**config.mk**
```make
export PLATFORM = sky130hd
export DESIGN_NAME = encoder
export DESIGN_NICKNAME = d
export VERILOG_FILES = /design/src/rtl/encoder_pkg.sv /design/src/rtl/encoder_core.sv /design/src/rtl/encoder.sv
export SDC_FILE = /design/constraint.sdc
export NUM_CORES = 1
export LEC_CHECK = 0
export BUFFER_PORTS_ARGS = -buffer_cell sky130_fd_sc_hd__buf_2
export CELL_PAD_IN_SITES_DETAIL_PLACEMENT = 0
export CELL_PAD_IN_SITES_GLOBAL_PLACEMENT = 1
export CORE_AREA = 2 2 39 41
export DETAILED_ROUTE_END_ITERATION = 6
export DIE_AREA = 0 0 41 43
export GPL_TIMING_DRIVEN = 0
export PLACE_DENSITY = 0.61
export SETUP_SLACK_MARGIN = 0.05
export SYNTH_ARGS = -nofsm -noshare
export SYNTH_HDL_FRONTEND = slang
export SYNTH_SLANG_ARGS = --single-unit
```
**constraint.sdc**
```tcl
create_clock -name clk -period 0.8 [get_ports clk]
set_input_delay 0.16 -clock clk [delete_from_list [all_inputs] [get_ports clk]]
set_output_delay 0.16 -clock clk [all_outputs]
set_load 0.02 [all_outputs]
```
**src/rtl/encoder_pkg.sv**
```systemverilog
// Shared types, sizes and helpers for the registered 8-to-3 encoder.
package encoder_pkg;

    localparam int IDX_W = 3;
    localparam int N_IN  = 8;

    typedef logic [IDX_W-1:0] idx_t;

    // True when two or more request bits are set. Clearing the lowest set
    // bit leaves something behind only if a second bit was present.
    function automatic logic popcount_ge2(input logic [N_IN-1:0] req);
        return (req & (req - N_IN'(1))) != '0;
    endfunction

endpackage

```
**src/rtl/encoder_core.sv**
```systemverilog
// Purely combinational priority encoder: index of the winning request,
// plus "any request" and "more than one request" flags.
module encoder_core
    import encoder_pkg::*;
#(
    parameter bit HIGH_PRIORITY = 1'b1
) (
    input  logic [N_IN-1:0] i_req,
    output idx_t            o_idx,
    output logic            o_any,
    output logic            o_multi
);

    // Scan in the order that lets the preferred end overwrite the other,
    // so the last set bit visited is the winner; no request yields index 0.
    always_comb begin
        o_idx = '0;
        if (HIGH_PRIORITY) begin
            for (int i = 0; i < N_IN; i++) begin
                if (i_req[i]) o_idx = idx_t'(i);
            end
        end else begin
            for (int i = N_IN - 1; i >= 0; i--) begin
                if (i_req[i]) o_idx = idx_t'(i);
            end
        end
    end

    assign o_any   = |i_req;
    assign o_multi = popcount_ge2(i_req);

endmodule

```
**src/rtl/encoder.sv**
```systemverilog
// Registered 8-to-3 encoder: gathers the request lines, encodes them and
// presents index, valid and multi one cycle later, all aligned to clk.
module encoder
    import encoder_pkg::*;
#(
    parameter bit HIGH_PRIORITY = 1'b1
) (
    output idx_t out,
    input  logic in1,
    input  logic in2,
    input  logic in3,
    input  logic in4,
    input  logic in5,
    input  logic in6,
    input  logic in7,
    input  logic in8,
    input  logic clk,
    input  logic rst_n,
    output logic valid,
    output logic multi
);

    logic [N_IN-1:0] w_req;
    idx_t            w_idx;
    logic            w_any;
    logic            w_multi;

    idx_t            r_out;
    logic            r_valid;
    logic            r_multi;

    assign w_req = {in8, in7, in6, in5, in4, in3, in2, in1};

    encoder_core #(
        .HIGH_PRIORITY (HIGH_PRIORITY)
    ) u_core (
        .i_req   (w_req),
        .o_idx   (w_idx),
        .o_any   (w_any),
        .o_multi (w_multi)
    );

    // Capture all three results together every cycle so they never glitch.
    always_ff @(posedge clk or negedge rst_n) begin
        if (!rst_n) begin
            r_out   <= '0;
            r_valid <= 1'b0;
            r_multi <= 1'b0;
        end else begin
            r_out   <= w_idx;
            r_valid <= w_any;
            r_multi <= w_multi;
        end
    end

    assign out   = r_out;
    assign valid = r_valid;
    assign multi = r_multi;

endmodule

```
==> flow_summary.yaml <==
critical_path:
  path_class: "flip-flop to output pin"
  cp_slowest_cell: "dfrtp_1"
  critPathTopFamily: "flip-flops"
  start_kind: "flip-flop"
  worstPathBufferInverterCount: 1
  critPathMaxStageDelay_ps: 360
  cp_max_fo: 1
  crit_chain: "buf_6"
  cp.arrival_ps: 730
  cp.required_ps: 640
  worst-path-stages: 1
  endpoint_kind: "output pin"
place:
  dp.cells: 52
  port_buffers: 14
  gp_congestion: 0.646
  dp_hpwl_um: 441
  post-place-ws_ps: -196
grt:
  grt_pass1_vias: 214
  track_usage: 0.0704
  grt_start_max_net_pins: 7
  grt_pass1_wl_um: 772
  antenna_found_initial: 0
  grt.overflow.total: 0
floorplanning:
  dieArea_um2: 1760
  die_w_um: 41
  ios: 15
  num_rows: 14
  initial_core_util: 0.171
  core-area_um2: 1380
  dieHeight_um: 43
sta:
  worst_pin_slew_ps: 359
  min_period_over_period: 1.11
  rsz0062_at_grt: "yes"
  timing.final.ws_setup_ps: -87.8
  hold_slack_ps: 123
  setup_viol: 5
  max-slew-margin-rel: 0.759
  fmax_ghz: 1.13
  drv_slew: 0
  min_period_ps: 888
  finalHoldViolCount: 0
worst_hold_path:
  hold_depth: 2
  holdCritPathClass: "input port to flip-flop"
detailed_routing:
  route.detailed.drc: 0
  vias_per_cell: 4.37
  wl_um: 560
  dr.pass1.iters: 2
  via_count: 249
  wire_per_inst_um: 9.82
  drtIter0Drc: 4
  postRouteAntennaNets: 0
power_and_ir_drop:
  p_leak_nw: 0.175
  fin_total_pwr_uw: 675
  p_per_area_nw_per_um2: 1560
  ir_drop_v: 0.000383
clock_network:
  cts.sinks: 5
  numCtsBuffers: 3
  cts_tree: "done"
  postCtsSetupRepairBufs: 0
  cts-root-buf: "clkbuf_4"
  clkTransAtPathRegs_ps: 40
  cts-htree-levels: 1
  cts_buffer_depth: 2
layout:
  final_cell_mix: "buf_6 (7), buf_2 (5), dfrtp_1 (5)"
  syn_to_final_growth_pct: 82.5
  stdcell_count: 57
  layout_commonest_cell: "buf_6"
  insertedDiodeCount: 0
  final_layout_size_suffix_gt1_frac: 0.512
  num-fill-cells: 146
  nets: 52
synth:
  ys_seq_elements: 5
  synth_fp_nets: 32
  synth-seq-area-share: 0.529
  synth.avg_cell_area_um2: 10.7
  yosys_warnings: 0
  synth.distinct_cells: 12
  netlist_instances: 22
  synth.cell_area_um2: 236
status:
  violations: "negative setup slack"
  status: "finished, violations left"
run:
  cap_violations: 0
==> cell usage after synthesis <==
master,count,share of area
dfrtp_1,5,0.53
inv_1,3,0.048
nand2_1,1,0.016
nor4_1,1,0.026
a22o_1,1,0.037
a221oi_2,1,0.063
o22ai_1,2,0.053
o2111ai_1,1,0.037
o31ai_1,2,0.063
a21oi_1,2,0.042
nor2_1,2,0.032
nor4_2,1,0.053
==> flip-flops by register name, indices dropped and copies added, names as in the netlist <==
register  count
multi         1
out           3
valid         1
==> logic make-up after synthesis <==
| family | count (synthesis) | synth area share |
|---|---|---|
| AO/OA/AOI/OAI | 9 | 0.296 |
| flip-flops | 5 | 0.529 |
| AND/OR/NAND/NOR | 5 | 0.127 |
| buffers and inverters | 3 | 0.0476 |
==> per-stage QoR <==
stage	area (um2)	util	setup TNS [ps]
global placement	327	0.236	-420
global route	432	0.312	-557
detailed placement	327	0.236	-345
finish	432	0.312	-431
CTS	394	0.285	-508
floorplan	236	-	0
==> power breakdown <==
part | internal [mW] | switching, mW
clock | 0.188 | 0.0894
sequential | 0.262 | 0.00354
combinational | 0.0669 | 0.0649
total | 0.517 | 0.158
==> cell type report <==
cell class | count | area [um2] | share of cell area
Clock buffer | 4 | 26.3 | 0.0609
Inverter | 3 | 11.3 | 0.0261
Multi-Input combinational cell | 14 | 113 | 0.261
Sequential cell | 5 | 125 | 0.290
Tap cell | 16 | 20.0 | 0.0464
Timing Repair Buffer | 15 | 136 | 0.316
==> path summary, 6_finish.rpt <==
path	from	endpoint	slack [ps]
min in group asynchronous	rst_n	multi	270
max in group asynchronous	rst_n	out[1]	410
max	out[2]	out[2]	-90
min	in5	out[0]	120
==> what timing repair did <==
action | in CTS | in global routing
endpoints found under the setup margin | 5 | 6
gates resized for setup | 10 | 10
pin swaps | 0 | 1
gates cloned | 0 | 0
endpoints found under the hold margin | 5 | 0
hold buffers | 1 | 0
==> metal layers <==
layer,share of wire,track usage,vias up
met3,0.12,0.0157,0
met1,0.41,0.0712,109
met5,0,0,-
met4,0,0.100,0
li1,-,-,125
met2,0.46,0.0938,15
No activity file was read; power rests on OpenSTA's default activity.
